`src/rtl/otter_muldiv.sv`:
```
// RV32M multiply/divide unit: radix-2 shift-add multiply and restoring divide, 34-cycle latency.
// Optional trivial-case fast path (latency 1) enabled by defining OTTER_MULDIV_FASTPATH_EN.
//
// state | meaning
// IDLE  | waiting for start
// RUN   | 32 radix-2 iterations, one per cycle
// FIX   | sign correction and result selection
// DONE  | result valid, done pulse; may accept a back-to-back start
module otter_muldiv (
    input  logic        clk,
    input  logic        rst,
    input  logic        start,
    input  logic [2:0]  funct3,
    input  logic [31:0] op_a,
    input  logic [31:0] op_b,
    input  logic        kill,
    output logic        busy,
    output logic        done,
    output logic [31:0] result
);
    typedef enum logic [1:0] {IDLE, RUN, FIX, DONE} state_t;

    state_t      state, state_next;
    logic [2:0]  op_q;
    logic [63:0] acc;
    logic [31:0] opnd_b;
    logic [4:0]  cnt;
    logic        neg_res, neg_rem, div_zero;

    logic        a_signed, b_signed, a_neg, b_neg, accept;
    logic [31:0] a_mag, b_mag;
    logic [32:0] mul_sum, div_trial;
    logic [63:0] prod;
    logic [31:0] quo, remv, fix_res;

    always_comb begin
        a_signed = 1'b0;
        b_signed = 1'b0;
        case (funct3)
            3'b001, 3'b100, 3'b110: begin a_signed = 1'b1; b_signed = 1'b1; end
            3'b010:                 a_signed = 1'b1;
            default: ;
        endcase
    end

    assign a_neg  = a_signed & op_a[31];
    assign b_neg  = b_signed & op_b[31];
    assign a_mag  = a_neg ? (32'd0 - op_a) : op_a;
    assign b_mag  = b_neg ? (32'd0 - op_b) : op_b;
    assign accept = start & ~kill & ((state == IDLE) | (state == DONE));

`ifdef OTTER_MULDIV_FASTPATH_EN
    logic        fast_hit;
    logic [31:0] fast_res;
    always_comb begin
        fast_hit = 1'b0;
        fast_res = 32'd0;
        if (funct3[2]) begin
            if (op_b == 32'd0) begin
                fast_hit = 1'b1;
                fast_res = funct3[1] ? op_a : 32'hFFFF_FFFF;
            end else if (!funct3[0] && op_a == 32'h8000_0000 && op_b == 32'hFFFF_FFFF) begin
                fast_hit = 1'b1;
                fast_res = funct3[1] ? 32'd0 : 32'h8000_0000;
            end
        end else if (op_a == 32'd0 || op_b == 32'd0) begin
            fast_hit = 1'b1;
        end
    end
`else
    logic fast_hit;
    assign fast_hit = 1'b0;
`endif

    // acc holds {hi, multiplier} for multiply and {remainder, quotient} for divide
    assign mul_sum   = {1'b0, acc[63:32]} + {1'b0, (acc[0] ? opnd_b : 32'd0)};
    assign div_trial = {acc[63:32], acc[31]} - {1'b0, opnd_b};

    assign prod = neg_res ? (64'd0 - acc) : acc;
    assign quo  = neg_res ? (32'd0 - acc[31:0]) : acc[31:0];
    assign remv = neg_rem ? (32'd0 - acc[63:32]) : acc[63:32];

    always_comb begin
        case (op_q)
            3'b000:                 fix_res = prod[31:0];
            3'b001, 3'b010, 3'b011: fix_res = prod[63:32];
            3'b100, 3'b101:         fix_res = div_zero ? 32'hFFFF_FFFF : quo;
            default:                fix_res = remv;
        endcase
    end

    always_ff @(posedge clk) begin
        if (rst) state <= IDLE;
        else     state <= state_next;
    end

    always_comb begin
        state_next = state;
        case (state)
            IDLE, DONE: state_next = accept ? (fast_hit ? DONE : RUN) : IDLE;
            RUN:        if (cnt == 5'd31) state_next = FIX;
            FIX:        state_next = DONE;
            default:    state_next = IDLE;
        endcase
        if (kill) state_next = IDLE;
    end

    always_ff @(posedge clk) begin
        if (rst) begin
            op_q     <= 3'd0;
            acc      <= 64'd0;
            opnd_b   <= 32'd0;
            cnt      <= 5'd0;
            neg_res  <= 1'b0;
            neg_rem  <= 1'b0;
            div_zero <= 1'b0;
            result   <= 32'd0;
        end else if (accept) begin
            op_q     <= funct3;
            acc      <= {32'd0, a_mag};
            opnd_b   <= b_mag;
            cnt      <= 5'd0;
            neg_res  <= a_neg ^ b_neg;
            neg_rem  <= a_neg;
            div_zero <= funct3[2] & (op_b == 32'd0);
`ifdef OTTER_MULDIV_FASTPATH_EN
            if (fast_hit) result <= fast_res;
`endif
        end else if (state == RUN) begin
            cnt <= cnt + 5'd1;
            if (op_q[2]) begin
                if (!div_trial[32]) acc <= {div_trial[31:0], acc[30:0], 1'b1};
                else                acc <= {acc[62:0], 1'b0};
            end else begin
                acc <= {mul_sum, acc[31:1]};
            end
        end else if (state == FIX && !kill) begin
            result <= fix_res;
        end
    end

    assign busy = (state == RUN) || (state == FIX);
    assign done = (state == DONE);
endmodule

```
`config.mk`:
```
export PLATFORM = sky130hd
export DESIGN_NAME = otter_muldiv
export DESIGN_NICKNAME = d
export VERILOG_FILES = /design/src/rtl/otter_muldiv.sv
export SDC_FILE = /design/constraint.sdc
export NUM_CORES = 1
export LEC_CHECK = 0
export CORE_MARGIN = 3
export CORE_UTILIZATION = 55
export DETAILED_ROUTE_END_ITERATION = 6
export PLACE_DENSITY = 0.79
export RECOVER_POWER = 100
export SLEW_MARGIN = 20
export SYNTH_ARGS = -nofsm -noshare
export SYNTH_HDL_FRONTEND = slang
export SYNTH_SLANG_ARGS = --single-unit
```
`constraint.sdc`:
```
create_clock -name clk -period 3.65 [get_ports clk]
set_clock_uncertainty 0.05 [all_clocks]
set_input_delay 0.5475 -clock clk [delete_from_list [all_inputs] [get_ports clk]]
set_output_delay 0.5475 -clock clk [all_outputs]
set_load 0.02 [all_outputs]
```
==> results of run 1 <==
[where the power goes]
group	internal [mW]	leakage [nW]	switching [mW]
clock network	0.954	0.262	0.802
logic	0.699	4.61	1.07
registers	1.61	1.15	0.0904
total	3.26	6.02	1.96
[state kept, by name (all words and copies together) (netlist names)]
signal    count
neg_rem       1
opnd_b       32
result       32
div_zero      1
state         2
acc          64
op_q          3
neg_res       1
cnt           5
[what timing repair did]
item / 4_1_cts / 5_1_grt
hold endpoints to repair: 0 / 0
gates resized for setup: 0 / 4
endpoints found under the setup margin: 0 / 3
[cell families after synthesis]
kind of cell / count (synthesis) / synth area share
buf+inv: 185 / 0.0538
simple gates: 560 / 0.199
flops: 141 / 0.212
fa+ha+maj: 75 / 0.0716
xor+xnor: 196 / 0.129
mux: 46 / 0.0349
compound gates: 601 / 0.300
[layout make-up]
| type | instances | area [um2] | share of cell area |
|---|---|---|---|
| multi-input combinational | 1478 | 9780 | 0.635 |
| clock buffer | 19 | 433 | 0.0281 |
| clock inverter | 13 | 130 | 0.00844 |
| sequential | 141 | 2830 | 0.183 |
| tap | 319 | 399 | 0.0259 |
| timing repair buffer | 187 | 1640 | 0.106 |
| inverter | 55 | 206 | 0.0134 |
[metal layers]
layer | vias up | GRT usage
met4 | 0 | 0.141
li1 | 6796 | -
met1 | 6670 | 0.459
met5 | - | 0
met2 | 722 | 0.577
met3 | 112 | 0.0467
[path summary, 6_finish.rpt]
check | start | end | slack, ns
setup / recovery | acc[12] | result[20] | 0.17
hold / removal | result[22] | result[22] | 0.38
setup reg to reg | acc[12] | result[20] | 0.17
hold reg to reg | result[22] | result[22] | 0.38
[critical path: stages, from the launching register on]
cell and delay (ns):
dfxtp_1 0.40, or4_4 0.59, or4_4 0.49, or4_1 0.66
nand2b_4 0.29, o41ai_2 0.37, xnor2_1 0.16, o221ai_1 0.12
a22o_1 0.26
[placed cells by master (no fill, tap or decap), types with 12 or more instances in the layout]
master and n:
a221oi_1 21, clkbuf_16 17, nand2_1 163, a211oi_1 73, a21o_1 31, inv_1 53, a31oi_1 21, nor2_1 179
or4_1 14, o211ai_1 12, nor4_1 13, buf_4 71, xor2_1 106, o31ai_1 29, dfxtp_1 139, o221ai_1 17
clkdlybuf4s50_1 67, ha_1 73, o22ai_1 38, nor3_1 34, or3_1 23, mux2i_1 43, nand3_1 43, xnor2_1 90
nand4_1 15, nand2b_1 15, dlygate4sd3_1 36, o21ai_0 143, o41ai_1 17, a21oi_1 124
[per-stage QoR]
step	setup TNS [ns]	hold slack (ns)	instances	area, um2
after floorplan	0	0.393	1804	13300
after global routing	-0.00518	0.395	2212	15400
after detailed placement	0	0.380	2180	14900
after CTS	0	0.388	2212	15500
final	0	0.383	2212	15400
after global placement	0	0.376	2180	14900
==> impl_metrics.yaml, run 1 <==
timing:
  worstMarginPinSlew_ns: 1.60
  drv_slew: 32
  period_minus_slack_ns: 3.48
  fmax_ghz: 0.287
  hold_viol: 0
  setup_ws_ns: 0.166
  slew_headroom: -0.0641
  setup_violations: 0
  period_share: 0.955
worst_hold_path:
  min-delay-path-class: "register to register"
  whs_path_depth: 2
global_routing:
  grt_usage: 0.349
  grt_overflow: 0
  grt_pass1_vias: 13400
  grt_pass1_wl_mm: 73.0
  grt_max_degree: 70
  antenna_found_initial: 0
yosys:
  synth_nets: 1950
  synthArstFlopShare: 0
  synth_area_leaders: "dfxtp_1 21%, xor2_1 7.0%, ha_1 6.9%"
  ys_ff_latch: 141
  synth_cell_types: 75
  synth_area_leader_cell: "dfxtp_1"
  synth_warnings: 0
  ys.flop_type: "dfxtp_1"
  synth-seq-area-share: 0.212
  syn_area_um2: 13300
  synthTopCellsByCount: "180 x nor2_1, 163 x nand2_1, 142 x o21ai_0, 141 x dfxtp_1, 125 x a21oi_1"
  netlist.area_leader.share: 0.212
  yosysMostFrequentCell: "nor2_1"
  synth_edf_count: 0
  avgSynthCellArea_um2: 7.38
  netlist_instances: 1804
critical_path:
  crit_fanout: 13
  critPathArrivalTime_ns: 3.77
  endpoint_kind: "register"
  worstRegToRegCells: 8
  worstPathRequired_ns: 3.93
  worst-setup-path-type: "register to register"
  cp-start-kind: "register"
clock_tree:
  clk_latency_ns: 0.44
  cts_setup_buffers: 0
  ctsLongestPathBuffers: 2
  cts-root-buf: "clkbuf_16"
  numClockSinks: 141
  htreeDepth: 4
  holdBufCountCts: 0
  clk_pin_slew_ns: 0.07
  cts_tree: "done"
  cts-buffers-inserted: 17
pwr:
  fin_total_pwr_mw: 5.22
  leakage_nw: 6.02
  cellPowerDensity_nw_per_um2: 339
  peakVddDrop_v: 0.000221
routing:
  ant_nets: 0
  wl_met2_mm: 21.5
  dr.pass1.iters: 6
  m1WireLength_mm: 19.3
  vias: 14300
  viasPerCell: 6.46
  wl_per_cell_um: 21.0
  top_layer: "met4"
  totalWireLength_mm: 46.5
  drtIter0Drc: 1529
  wl_met3_mm: 3.89
  drc: 0
cells_and_area:
  finish.utilization: 0.653
  antennaDiodeCount: 0
  nets: 2026
  fillers: 2208
  layout-drive-gt1-share: 0.0755
  area_delta_synth_final_pct: 15.7
run:
  maxCapViolations: 1
die:
  io_pins: 105
  die_h_um: 162
  coreArea_um2: 23600
  start_util: 0.564
  die_width_um: 162
  die-area_um2: 26100
  rows: 56
place:
  port-buffer-count: 104
  dp_hpwl_mm: 35.5
  place_congestion: 1.01
  dp_slack_ns: 0.105
status:
  outcome: "complete, but fails checks"
  violations: "max-capacitance violations, max-slew violations"
(Power assumes the default switching activity.)
==> run 2, diff against run 1 <==
--- a/config.mk
+++ b/config.mk
@@ -15,2 +15,3 @@
 export SYNTH_HDL_FRONTEND = slang
 export SYNTH_SLANG_ARGS = --single-unit
+export TNS_END_PERCENT = 1
==> constraint.sdc (replaced) <==
create_clock -name clk -period 3.65 [get_ports clk]
set_clock_uncertainty 0.05 [all_clocks]
set_input_delay 0.365 -clock clk [delete_from_list [all_inputs] [get_ports clk]]
set_output_delay 0.365 -clock clk [all_outputs]
set_load 0.02 [all_outputs]
==> impl_metrics.yaml, run 2 (synthesized netlist as in run 1, its figures left out) <==
status:
  outcome: "finished, final reports clean"
timing:
  slew_headroom: 0.199
  fmax_ghz: 0.279
  hold_viol: 0
  period_share: 0.980
  worstMarginPinSlew_ns: 1.19
  period_minus_slack_ns: 3.58
  drv_slew: 0
  setup_violations: 0
  rsz0062_at_grt: "no"
  tns_ns: 0
cells_and_area:
  fillers: 2119
  final_cell_mix: "179 x nor2_1, 163 x nand2_1, 142 x o21ai_0, 139 x dfxtp_1, 125 x a21oi_1"
  top_regs: "acc: 64 flops, opnd_b: 32 flops, result: 32 flops"
  post-route-cell-area_um2: 15500
  top_register: "acc"
  largest_reg_flops: 64
  layout-drive-gt1-share: 0.0772
  antennaDiodeCount: 0
  final_cells: 2211
  seq_area_um2: 2830
  nets: 2025
  multi_input_area_um2: 9810
  layout_commonest_cell: "nor2_1"
  area_delta_synth_final_pct: 16.3
routing:
  drtIter0Drc: 1661
  totalWireLength_mm: 45.9
  ant_nets: 0
  vias: 14400
  viasPerCell: 6.50
  drc: 0
  wl_per_cell_um: 20.8
  dr.pass1.iters: 6
pwr:
  leakage_nw: 6.06
  cellPowerDensity_nw_per_um2: 341
  peakVddDrop_v: 0.000305
critical_path:
  worst-setup-path-type: "register to register"
  crit_path_top_delay_cell: "or4_4"
  endpoint_kind: "register"
  critPathArrivalTime_ns: 3.83
  r2r_start: "acc[12]"
  crit_end: "result[2]"
  timing.reg2reg.setup_slack_ns: 0.07
  worst-path-stages: 8
  crit_fanout: 9
  cp-start-kind: "register"
  worstRegToRegCells: 8
  crit_path_frequent_cell: "or4_4"
  crit_start: "acc[12]"
  worstPathRequired_ns: 3.90
  crit_family: "simple AND/OR/NAND/NOR gates"
  timing.rr.end: "result[2]"
  cp_cell_sequence: "or4_4 > or4_1 > or4_4 > nor2_1 > a21boi_0 > xor2_1 > a211oi_1 > nor3_1"
  cpPeakStageDelay_ns: 0.61
  worst-path-buf-inv: 0
clock_tree:
  cts_tree: "done"
  cts-root-buf: "clkbuf_16"
  clk_pin_slew_ns: 0.06
  numClockSinks: 141
  cts-buffers-inserted: 17
  ctsLongestPathBuffers: 2
  htreeDepth: 4
  clk_latency_ns: 0.44
global_routing:
  grt_usage: 0.345
  grt_pass1_wl_mm: 72.5
  grtUsageMet2: 0.559
  met3_usage: 0.0582
  grt_overflow: 0
  grt_max_degree: 65
  grt_use_met1: 0.449
  grt_pass1_vias: 13400
  gr-max-usage-layer: "met2"
  antenna_found_initial: 1
die:
  io_pins: 105
  die-area_um2: 26100
  coreArea_um2: 23600
  die_h_um: 162
  rows: 56
  start_util: 0.564
  die_width_um: 162
place:
  dp_hpwl_mm: 35.2
  place_congestion: 1.06
  port-buffer-count: 104
  dp_cells: 2178
  place_area_um2: 14900
run:
  maxCapViolations: 0
worst_hold_path:
  min-delay-path-class: "input port to register"
==> run 2: per-layer routing <==
metal	vias up	part of all wire
met4	2	0.047
met3	139	0.093
met5	-	0.00028
li1	6805	-
met2	740	0.45
met1	6689	0.41
==> run 2: stage by stage <==
stage	setup WS, ns	hold WS (ns)	utilization	power [mW]
3_5_place_dp	0.106	0.381	0.631	3.45
5_1_grt	0.00688	0.318	0.656	5.49
4_1_cts	0.0826	0.283	0.656	5.24
3_3_place_gp	0.235	0.376	0.631	3.43
6_report	0.0714	0.294	0.656	5.28
2_1_floorplan	0.131	0.393	-	2.88
==> run 2: worst register-to-register path, stage by stage, from the launching register on <==
cell and delay [ns]:
dfxtp_1 0.41, or4_4 0.59, or4_1 0.57, or4_4 0.61, nor2_1 0.32, a21boi_0 0.18
xor2_1 0.17, a211oi_1 0.47, nor3_1 0.08
==> run 2: layout make-up <==
class	instances	area share
inverters	55	0.0133
flip-flops and latches	141	0.182
well taps	319	0.0258
repair buffers	186	0.106
clock inverters	12	0.00881
clock buffers	20	0.0295
multi-input cells	1478	0.634
==> run 2: power by group <==
part | switching [mW] | internal (mW) | total (mW)
Clock | 0.756 | 1.05 | 1.80
Sequential | 0.0944 | 1.61 | 1.70
Combinational | 1.08 | 0.696 | 1.77
Total | 1.93 | 3.35 | 5.28
==> run 2: worst min path at each step <==
stage                  to  cells past startpoint  slack (ns)  startpoint
2_1_floorplan   opnd_b[0]                      2        0.39   opnd_b[0]
3_3_place_gp   result[25]                      2        0.38  result[25]
3_5_place_dp   result[30]                      2        0.38  result[30]
4_1_cts           acc[31]                      2        0.28         rst
5_1_grt           acc[31]                      2        0.32         rst
6_report          acc[31]                      2        0.29         rst
==> run 2: repair_timing <==
item	CTS	global route
gates resized for setup	0	3
setup endpoints to repair	0	16
hold buffers	0	0
setup buffers	0	1
